--- src/rtl/pipe_hazard_unit_pkg.sv ---
// Shared types for the pipeline hazard unit: scoreboard entry layout,
// forwarding-select encoding and a small helper to build select codes.
package pipe_hazard_unit_pkg;

    // Register index width stored in an entry; wide enough for up to 256 registers.
    localparam int RD_W = 8;

    // Select value meaning "read operand from the register file".
    localparam int FWD_REGFILE = 0;

    // One in-flight instruction tracked by the scoreboard.
    typedef struct packed {
        logic            valid;
        logic [RD_W-1:0] rd;
        logic            wen;
        logic            is_load;
    } sb_entry_t;

    localparam sb_entry_t SB_BUBBLE = '0;

    // Forwarding from entry k is encoded as k+1 so that 0 stays "regfile".
    function automatic int fwd_sel_of(input int k);
        return k + 1;
    endfunction

endpackage

--- src/rtl/pipe_hazard_unit_if.sv ---
// ID-stage to hazard-unit bundle: decoded operand info in, stall/forward
// controls and statistics out.
interface pipe_hazard_unit_if #(
    parameter int NREG   = 32,
    parameter int DEPTH  = 3,
    parameter int REG_AW = $clog2(NREG),
    parameter int SEL_W  = $clog2(DEPTH + 1)
);
    logic              id_valid;
    logic [REG_AW-1:0] id_rs1;
    logic [REG_AW-1:0] id_rs2;
    logic              id_rs1_used;
    logic              id_rs2_used;
    logic [REG_AW-1:0] id_rd;
    logic              id_wen;
    logic              id_is_load;
    logic              flush;
    logic              stall;
    logic [SEL_W-1:0]  fwd_sel_rs1;
    logic [SEL_W-1:0]  fwd_sel_rs2;
    logic              issue;
    logic [31:0]       stall_count;

    // Decode stage side
    modport master (
        output id_valid, id_rs1, id_rs2, id_rs1_used, id_rs2_used,
               id_rd, id_wen, id_is_load, flush,
        input  stall, fwd_sel_rs1, fwd_sel_rs2, issue, stall_count
    );

    // Hazard unit side
    modport slave (
        input  id_valid, id_rs1, id_rs2, id_rs1_used, id_rs2_used,
               id_rd, id_wen, id_is_load, flush,
        output stall, fwd_sel_rs1, fwd_sel_rs2, issue, stall_count
    );
endinterface

--- src/rtl/pipe_hazard_unit_hazard_match.sv ---
// Per-operand priority search over the scoreboard: finds the youngest
// in-flight writer of the operand and decides forward vs. hazard.
module hazard_match
    import pipe_hazard_unit_pkg::*;
#(
    parameter int DEPTH      = 3,
    parameter int FWD_EN     = 1,
    parameter int LOAD_READY = 1,
    parameter int SEL_W      = $clog2(DEPTH + 1)
) (
    input  sb_entry_t [DEPTH-1:0] i_sb,
    input  logic [RD_W-1:0]       i_rs,
    input  logic                  i_used,
    input  logic                  i_valid,
    output logic [SEL_W-1:0]      o_sel,
    output logic                  o_hazard
);
    logic [DEPTH-1:0] w_match;
    logic [DEPTH-1:0] w_fwdable;

    generate
        for (genvar gi = 0; gi < DEPTH; gi++) begin : g_entry
            // x0 is hardwired zero, so it never creates a dependence.
            assign w_match[gi] = i_sb[gi].valid & i_sb[gi].wen &
                                 (i_sb[gi].rd == i_rs) & (i_rs != '0) &
                                 i_used & i_valid;
            // A load's data only exists from LOAD_READY onwards.
            assign w_fwdable[gi] = (FWD_EN != 0) &
                                   (~i_sb[gi].is_load | (gi >= LOAD_READY));
        end
    endgenerate

    // Scan oldest to youngest so the youngest matching entry has the last word.
    always_comb begin
        o_sel    = SEL_W'(FWD_REGFILE);
        o_hazard = 1'b0;
        for (int k = DEPTH - 1; k >= 0; k--) begin
            if (w_match[k]) begin
                if (w_fwdable[k]) begin
                    o_sel    = SEL_W'(fwd_sel_of(k));
                    o_hazard = 1'b0;
                end else begin
                    o_sel    = SEL_W'(FWD_REGFILE);
                    o_hazard = 1'b1;
                end
            end
        end
    end

endmodule

--- src/rtl/pipe_hazard_unit.sv ---
// Scoreboard-based hazard detection and forwarding control between ID and
// the ID/EX register. Entry 0 is EX; entries shift one stage every cycle.
module pipe_hazard_unit
    import pipe_hazard_unit_pkg::*;
#(
    parameter int NREG       = 32,
    parameter int DEPTH      = 3,
    parameter int FWD_EN     = 1,
    parameter int LOAD_READY = 1,
    parameter int KILL_DEPTH = 1,
    parameter int REG_AW     = $clog2(NREG),
    parameter int SEL_W      = $clog2(DEPTH + 1)
) (
    input  logic              clk,
    input  logic              rst,
    pipe_hazard_unit_if.slave bus
);
    sb_entry_t [DEPTH-1:0] r_sb;
    sb_entry_t [DEPTH-1:0] w_sb_next;
    logic [31:0]           r_stall_count;

    logic [SEL_W-1:0] w_sel1;
    logic [SEL_W-1:0] w_sel2;
    logic             w_haz1;
    logic             w_haz2;
    logic             w_stall;
    logic             w_issue;

    hazard_match #(
        .DEPTH(DEPTH), .FWD_EN(FWD_EN), .LOAD_READY(LOAD_READY), .SEL_W(SEL_W)
    ) u_match_rs1 (
        .i_sb(r_sb), .i_rs(RD_W'(bus.id_rs1)), .i_used(bus.id_rs1_used),
        .i_valid(bus.id_valid), .o_sel(w_sel1), .o_hazard(w_haz1)
    );

    hazard_match #(
        .DEPTH(DEPTH), .FWD_EN(FWD_EN), .LOAD_READY(LOAD_READY), .SEL_W(SEL_W)
    ) u_match_rs2 (
        .i_sb(r_sb), .i_rs(RD_W'(bus.id_rs2)), .i_used(bus.id_rs2_used),
        .i_valid(bus.id_valid), .o_sel(w_sel2), .o_hazard(w_haz2)
    );

    // A taken branch kills the ID instruction, so it can never stall.
    assign w_stall = bus.id_valid & ~bus.flush & (w_haz1 | w_haz2);
    assign w_issue = bus.id_valid & ~w_stall & ~bus.flush;

    assign bus.stall       = w_stall;
    assign bus.issue       = w_issue;
    assign bus.fwd_sel_rs1 = (w_stall | ~bus.id_valid) ? SEL_W'(FWD_REGFILE) : w_sel1;
    assign bus.fwd_sel_rs2 = (w_stall | ~bus.id_valid) ? SEL_W'(FWD_REGFILE) : w_sel2;
    assign bus.stall_count = r_stall_count;

    generate
        for (genvar gi = 0; gi < DEPTH; gi++) begin : g_next
            if (gi == 0) begin : g_head
                // Issued instruction enters EX; otherwise a bubble goes in.
                assign w_sb_next[gi] = w_issue ?
                    {1'b1, RD_W'(bus.id_rd), bus.id_wen, bus.id_is_load} : SB_BUBBLE;
            end else begin : g_body
                // Young entries on the wrong path are killed before they advance.
                assign w_sb_next[gi] = (bus.flush & ((gi - 1) < KILL_DEPTH)) ?
                    SB_BUBBLE : r_sb[gi-1];
            end
        end
    endgenerate

    // Scoreboard shift register; the oldest entry simply falls off the end.
    always_ff @(posedge clk or posedge rst) begin
        if (rst) begin
            r_sb <= '0;
        end else begin
            r_sb <= w_sb_next;
        end
    end

    // Saturating count of cycles spent stalled.
    always_ff @(posedge clk or posedge rst) begin
        if (rst) begin
            r_stall_count <= '0;
        end else if (w_stall && (r_stall_count != 32'hFFFF_FFFF)) begin
            r_stall_count <= r_stall_count + 32'd1;
        end
    end

endmodule
--- src/flat_wrapper.sv ---
// flat-port wrapper written by rule: the top's interface ports become plain ports
module pipe_hazard_unit_flat import pipe_hazard_unit_pkg::*;
#(
    parameter int NREG       = 32,
    parameter int DEPTH      = 3,
    parameter int FWD_EN     = 1,
    parameter int LOAD_READY = 1,
    parameter int KILL_DEPTH = 1,
    parameter int REG_AW     = $clog2(NREG),
    parameter int SEL_W      = $clog2(DEPTH + 1)
)
  (clk, rst, bus_id_valid, bus_id_rs1, bus_id_rs2, bus_id_rs1_used, bus_id_rs2_used, bus_id_rd, bus_id_wen, bus_id_is_load, bus_flush, bus_stall, bus_fwd_sel_rs1, bus_fwd_sel_rs2, bus_issue, bus_stall_count);
  pipe_hazard_unit_if #(.NREG(NREG), .DEPTH(DEPTH), .REG_AW(REG_AW), .SEL_W(SEL_W)) bus_i ();
  input  logic clk;
  input  logic rst;
  input wire logic [$bits(bus_i.id_valid)-1:0] bus_id_valid;
  input wire logic [$bits(bus_i.id_rs1)-1:0] bus_id_rs1;
  input wire logic [$bits(bus_i.id_rs2)-1:0] bus_id_rs2;
  input wire logic [$bits(bus_i.id_rs1_used)-1:0] bus_id_rs1_used;
  input wire logic [$bits(bus_i.id_rs2_used)-1:0] bus_id_rs2_used;
  input wire logic [$bits(bus_i.id_rd)-1:0] bus_id_rd;
  input wire logic [$bits(bus_i.id_wen)-1:0] bus_id_wen;
  input wire logic [$bits(bus_i.id_is_load)-1:0] bus_id_is_load;
  input wire logic [$bits(bus_i.flush)-1:0] bus_flush;
  output wire logic [$bits(bus_i.stall)-1:0] bus_stall;
  output wire logic [$bits(bus_i.fwd_sel_rs1)-1:0] bus_fwd_sel_rs1;
  output wire logic [$bits(bus_i.fwd_sel_rs2)-1:0] bus_fwd_sel_rs2;
  output wire logic [$bits(bus_i.issue)-1:0] bus_issue;
  output wire logic [$bits(bus_i.stall_count)-1:0] bus_stall_count;
  assign bus_i.id_valid = bus_id_valid;
  assign bus_i.id_rs1 = bus_id_rs1;
  assign bus_i.id_rs2 = bus_id_rs2;
  assign bus_i.id_rs1_used = bus_id_rs1_used;
  assign bus_i.id_rs2_used = bus_id_rs2_used;
  assign bus_i.id_rd = bus_id_rd;
  assign bus_i.id_wen = bus_id_wen;
  assign bus_i.id_is_load = bus_id_is_load;
  assign bus_i.flush = bus_flush;
  assign bus_stall = bus_i.stall;
  assign bus_fwd_sel_rs1 = bus_i.fwd_sel_rs1;
  assign bus_fwd_sel_rs2 = bus_i.fwd_sel_rs2;
  assign bus_issue = bus_i.issue;
  assign bus_stall_count = bus_i.stall_count;
  pipe_hazard_unit #(.NREG(NREG), .DEPTH(DEPTH), .FWD_EN(FWD_EN), .LOAD_READY(LOAD_READY), .KILL_DEPTH(KILL_DEPTH), .REG_AW(REG_AW), .SEL_W(SEL_W)) u_core (.clk(clk), .rst(rst), .bus(bus_i));
endmodule
--- config.mk ---
export PLATFORM = sky130hd
export DESIGN_NAME = pipe_hazard_unit_flat
export DESIGN_NICKNAME = d
export VERILOG_FILES = /design/src/rtl/pipe_hazard_unit_pkg.sv /design/src/rtl/pipe_hazard_unit_if.sv /design/src/rtl/pipe_hazard_unit_hazard_match.sv /design/src/rtl/pipe_hazard_unit.sv /design/src/flat_wrapper.sv
export SDC_FILE = /design/constraint.sdc
export NUM_CORES = 1
export LEC_CHECK = 0
export ABC_AREA = 1
export CORE_MARGIN = 1
export CORE_UTILIZATION = 60
export DETAILED_ROUTE_END_ITERATION = 8
export DONT_BUFFER_PORTS = 1
export GPL_TIMING_DRIVEN = 0
export PLACE_DENSITY = 0.76
export SLEW_MARGIN = 5
export SYNTH_ARGS = -nofsm -noshare
export SYNTH_HDL_FRONTEND = slang
export SYNTH_SLANG_ARGS = --single-unit
--- constraint.sdc ---
create_clock -name clk -period 4.13 [get_ports clk]
set_clock_uncertainty 0.1 [all_clocks]
set_input_delay 0.6195 -clock clk [delete_from_list [all_inputs] [get_ports clk]]
set_output_delay 0.6195 -clock clk [all_outputs]
set_load 0.02 [all_outputs]
# Yosys cells after proc, flatten, opt, wreduce, memory -nomap -nowiden
# Index checks and enable logic that the tools add are counted.
# totals
reg_bits	63
input_bits	23
out_inout_bits	38
word_cells	72
# classes
n_addsub	1
eq_ne	7
mux	14
bitwise	36
n_reduce_logical	3
# op_table
operator	n
8-bit by 5-bit == test with 1-bit output	6
32-bit by 1-bit adder with 32-bit output (second input constant)	1
32-bit != test (second input constant)	1
1-bit AND	31
11-bit two-way mux	2
2-bit two-way mux	8
8-bit nonzero test	2
1-bit two-way mux	4
1-bit NOT	3
1-bit OR	2
1-bit logical AND	1

# Longest topological paths before layout
# logic_depth
depth_word	12
ltp_mapped	12
ltp_nobuf	11

# Hierarchy
# Synthesis repeated with hierarchy kept, for this count alone.
# unflattened
hier_cells	560
hier_area_um2	3824.9
# by_module_without_submodules
mod	n_inst	cells_per_inst	area_each_um2
pipe_hazard_unit	1	396	2936.6
hazard_match	2	82	444.2

# Worst setup path before layout
# OpenSTA, ideal clock, no wires.
# synth_path
path_kind	input -> output
startpoint	in bus_id_rs2[0]
endpoint	out bus_fwd_sel_rs1[0]
arrival_time_ps	1747
setup_slack_ps	1664
path_stages	10
n_path_buf	1
cell_sequence	buf_2 nor2_1 nand2_1 nor2_2 nor2_1 nand3_1 nand2_2 nand2_1 nand2_1 nor2_1
# synth_via
elab_chain_cells	10
elab_cells_between_ends	11
cone_classes	eq/ne: 1; mux: 2; bitwise: 7; reduce/logical: 1
# synth_lines
item	line	rtl
start, declared	flat_wrapper.sv:18	input wire logic [$bits(bus_i.id_rs2)-1:0] bus_id_rs2;
8-bit by 5-bit == test with 1-bit output	pipe_hazard_unit_hazard_match.sv:25	(i_sb[gi].rd == i_rs) & (i_rs != '0) &
1-bit AND	pipe_hazard_unit_hazard_match.sv:24	assign w_match[gi] = i_sb[gi].valid & i_sb[gi].wen &
1-bit AND (*) (2 in series)	pipe_hazard_unit_hazard_match.sv:25	
1-bit AND (*)	pipe_hazard_unit_hazard_match.sv:26	i_used & i_valid;
1-bit two-way mux (*)	pipe_hazard_unit_hazard_match.sv:38	if (w_match[k]) begin
1-bit OR (*)	pipe_hazard_unit.sv:44	assign w_stall = bus.id_valid & ~bus.flush & (w_haz1 | w_haz2);
1-bit AND (*)	pipe_hazard_unit.sv:44	
1-bit OR (*)	pipe_hazard_unit.sv:49	assign bus.fwd_sel_rs1 = (w_stall | ~bus.id_valid) ? SEL_W'(FWD_REGFILE) : w_sel1;
2-bit two-way mux (*)	pipe_hazard_unit.sv:49	
end, declared	flat_wrapper.sv:26	output wire logic [$bits(bus_i.fwd_sel_rs1)-1:0] bus_fwd_sel_rs1;
# Mark *: on every way between the ends. The rest lies on a longest branch, timed or not.

# Final worst setup path
# layout_path
startpoint	in bus_id_rs2[0]
endpoint	out bus_fwd_sel_rs2[0]
# layout_via
elab_chain_cells	10
elab_cells_between_ends	24
cone_classes	eq/ne: 3; mux: 5; bitwise: 15; reduce/logical: 1
# layout_lines
item	line	rtl
8-bit by 5-bit == test with 1-bit output	pipe_hazard_unit_hazard_match.sv:25	
1-bit AND	pipe_hazard_unit_hazard_match.sv:24	
1-bit AND (2 in series)	pipe_hazard_unit_hazard_match.sv:25	
1-bit AND	pipe_hazard_unit_hazard_match.sv:26	
1-bit two-way mux	pipe_hazard_unit_hazard_match.sv:38	
1-bit OR	pipe_hazard_unit.sv:44	
1-bit AND	pipe_hazard_unit.sv:44	
1-bit OR	pipe_hazard_unit.sv:50	assign bus.fwd_sel_rs2 = (w_stall | ~bus.id_valid) ? SEL_W'(FWD_REGFILE) : w_sel2;
2-bit two-way mux (*)	pipe_hazard_unit.sv:50	
end, declared	flat_wrapper.sv:27	output wire logic [$bits(bus_i.fwd_sel_rs2)-1:0] bus_fwd_sel_rs2;
# Marks and branches as above.

==> impl_results.md <==
* Clock-pin slew on the worst setup and hold paths at about 0.1 ns
* CP Class: input port to primary output
* Placed standard-cell area at 3824 µm²
* Synthesized cell area at 3710 µm²
* Main flop type after synthesis: dfrtp_1
* Area growth from synthesis to layout at 5.734%
* Quantity of gates resized following cts at 0
* Number of antenna violations at the first check in global routing at 0
* Synthesized netlist net count at between 500 and 600
* Global-route wire length before repair at around 16,000 µm
* Actual slew at the worst max-slew pin at 0.6418 ns
* Count of state elements after synthesis at 54
* Layout cell share with drive strength beyond 1 at 0.07452
* Antenna diode count at 0
* Post-layout min period at 2.702 ns
* Num ports at 61
* Met2 track demand over resource at 0.4907
* Finished layout cell area at 3923 µm²
* Vertical extent of the die at 80.63 µm
* Routed wire length per instance at 14.81 µm
* Residual DRC count at 0
* Number of warnings reported in the yosys synthesis log at 0
* Number of max-cap violations at 0
* Total of endpoints with negative setup slack in the final report at 0
* Number of cell instances on the worst register-to-register path at 9
* Crit Path Max Fanout at 7
* Leading cell types by count after synthesis: nand2_1 (237), nor2_1 (87), dfrtp_1 (54), inv_1 (48), nand4_1 (37)
* Achievable clock frequency at about 0.37 GHz
* Power Dens Cells at 239.8 nW/µm²
* Number of distinct library cells after synthesis at 30
* Worst slew slack as a fraction of its limit at 0.5683
* Number of global-route vias before repair at 3,338
* Run status: complete, no violations
* Biggest area contributors in the synthesized netlist: dfrtp_1 (36%), nand2_1 (24%), nor2_1 (8.8%), nand4_1 (6.2%), inv_1 (4.9%)
* Clock root buffer: clkbuf_8
* Fraction of the yosys area taken by sequential cells at 0.3642
* RSZ-0062 raised after global routing: no
* Initial DRC Count at around 300
* Number of levels in the clock H-tree at 2
* Number of buffers created by CTS at 5
* Leakage at 1.909 nW
* Clock tree from TritonCTS: done
* Maximum number of buffers from clock root to sink at 2
* Mapped Avg Cell Area at 6.531 µm²
* Hold bufs inserted after CTS at 0
* Overall die area at approximately 6500 µm²
* Number of max-slew violations in the final report at 0
* Required time reported for the critical path endpoint at about 3.4 ns
* Longest individual stage delay on the worst path at 0.33 ns
* Final sum of negative setup slack at 0 ns
* Standard-cell rows at 28
* Startpoint type of the worst setup path: input port
* GR Util All Layers at 0.3246
* Final hold violation count at 0
* Via total after detailed routing at ~3.6k
* Hold Path Class: input port to asynchronous set/reset pin
* Clock insertion delay at the later pin of the skew report at about 0.32 ns
* Count leader, synth: nand2_1
* IR drop worst, VDD at 0.1636 mV
* Ratio of final minimum period to clock period at 0.6541
* Critical-path top delay cell: nor2_1
* Met3 Use GR at 0.07159
* Aggregate routed wire length at approximately 9700 µm
* Async set-reset flop share out of synthesis at 1.000
* Share of the synthesized area in the top cell type at 0.3642
* Number of detailed-route iterations in the first pass at 5
* EDFF count, synth at 0
* GRT met1 Usage at 0.4704
* Maximum number of pins on one net before global-route repair at 29
* Final net count at 600
* Core Region at slightly below 6000 µm²
* Kind of end point of the critical path: primary output
* Die Width at 80.63 µm
* Number of vias per cell at 5.558
* Count of antenna-violating nets left after detailed routing at 0
* Post-DP HPWL at ~7600 µm
* Arrival time at the worst endpoint at 1.98 ns
* Placer Congestion at 0.9758
* Critical path, cell by cell: buf_2 > nor2_1 > nand2_1 > nor2_2 > nor2_1 > nand3_1 > nand2_2 > nand2_1 > nand2_1 > nor2_1
* Initial Util at 0.6229
* Count of input and output buffers at 0
* Gate count of the mapped netlist at 568
* Number of buffers inserted to repair setup after CTS at 0
* Remaining global-route overflow at 0
* Layer carrying the most global-route usage: met2
* Number of clock sinks at 54
* Largest area contributor in the synthesized netlist: dfrtp_1
==> critical path, delay by kind of cell <==
| kind | cells | cell delay [ns] |
|---|---|---|
| buffers and inverters | 1 | 0.15 |
| and+or+nand+nor | 9 | 1.20 |
==> placed cells by master, fill, tap and decap left out, drive strengths merged <==
| cell | synthesis | layout |
|---|---|---|
| ha | 1 | 1 |
| nor3 | 1 | 1 |
| a21oi | 5 | 5 |
| inv | 54 | 55 |
| xor2 | 11 | 11 |
| nand3b | 2 | 2 |
| o21ai | 4 | 4 |
| clkinvlp | 0 | 1 |
| buf | 9 | 10 |
| clkbuf | 6 | 12 |
| o211ai | 1 | 1 |
| and2 | 1 | 1 |
| nand2 | 241 | 241 |
| nand4 | 37 | 37 |
| clkinv | 1 | 1 |
| nor2 | 94 | 94 |
| dfrtp | 54 | 54 |
| xnor2 | 17 | 17 |
| nand3 | 26 | 26 |
| a21boi | 1 | 1 |
| or2 | 2 | 2 |
==> final cells by class <==
class / instances / area [µm²]
buffer: 15 / 90.09
clock buffer: 6 / 82.58
clock inverter: 2 / 16.27
fill: 553 / 2033
inverter: 55 / 206.4
multi-input combinational: 444 / 2062
sequential: 54 / 1351
tap: 75 / 93.84
timing repair buffer: 1 / 20.02
==> report_power, final <==
group	leakage [nW]	switching, mW	internal [mW]
registers	0.746	0.00730	0.535
clock network	0.0478	0.186	0.138
logic	1.11	0.0503	0.0239
==> per-layer routing <==
metal  vias to the layer above  wire length [µm]  part of all wire
li1                       1781                 -                 -
met1                      1643              4500              0.47
met2                       190              4171              0.43
met3                        10               884             0.092
met4                         0                99             0.010
met5                         -                 0                 0
==> path summary, 6_finish.rpt <==
check / from / endpoint / slack [ns]
min: rst / u_core.bus.stall_count[3] / 0.14
max: bus_id_rs2[0] / bus_fwd_sel_rs2[0] / 1.43
max reg2reg: u_core.bus.stall_count[1] / u_core.bus.stall_count[12] / 1.85
min reg2reg: u_core.r_sb[12] / u_core.r_sb[23] / 0.29
max in group asynchronous: rst / u_core.bus.stall_count[28] / 3.24
min in group clk: u_core.r_sb[12] / u_core.r_sb[23] / 0.29
==> cells by family (layout without fill, tap and decap cells) <==
| logic type | Yosys count | count (layout) | share of synthesized area |
|---|---|---|---|
| and+or+nand+nor | 404 | 404 | 0.4691 |
| buffers and inverters | 70 | 79 | 0.07993 |
| DFF | 54 | 54 | 0.3643 |
| xor gates and xnor gates | 28 | 28 | 0.06610 |
| AOI/OAI and AO/OA | 11 | 11 | 0.01720 |
| adders and majority gates | 1 | 1 | 0.003372 |
==> flip-flops by register name, indices dropped and copies added, names as in the netlist <==
name                    count
u_core.r_sb                22
u_core.bus.stall_count     32
==> per-stage QoR <==
| stage | hold slack [ns] | cells | total power [mW] | worst slack [ns] | utilization |
|---|---|---|---|---|---|
| 2_1_floorplan | 0.2535 | 568 | 0.6070 | 1.664 | - |
| 3_3_place_gp | 0.2583 | 643 | 0.6220 | 1.445 | 0.6387 |
| 3_5_place_dp | 0.2671 | 644 | 0.6264 | 1.434 | 0.6420 |
| 4_1_cts | 0.1498 | 652 | 0.9475 | 1.430 | 0.6586 |
| 5_1_grt | 0.1827 | 652 | 0.9744 | 1.325 | 0.6586 |
| 6_report | 0.1391 | 652 | 0.9407 | 1.428 | 0.6586 |
Note: power is estimated with default switching activity, not from simulation.
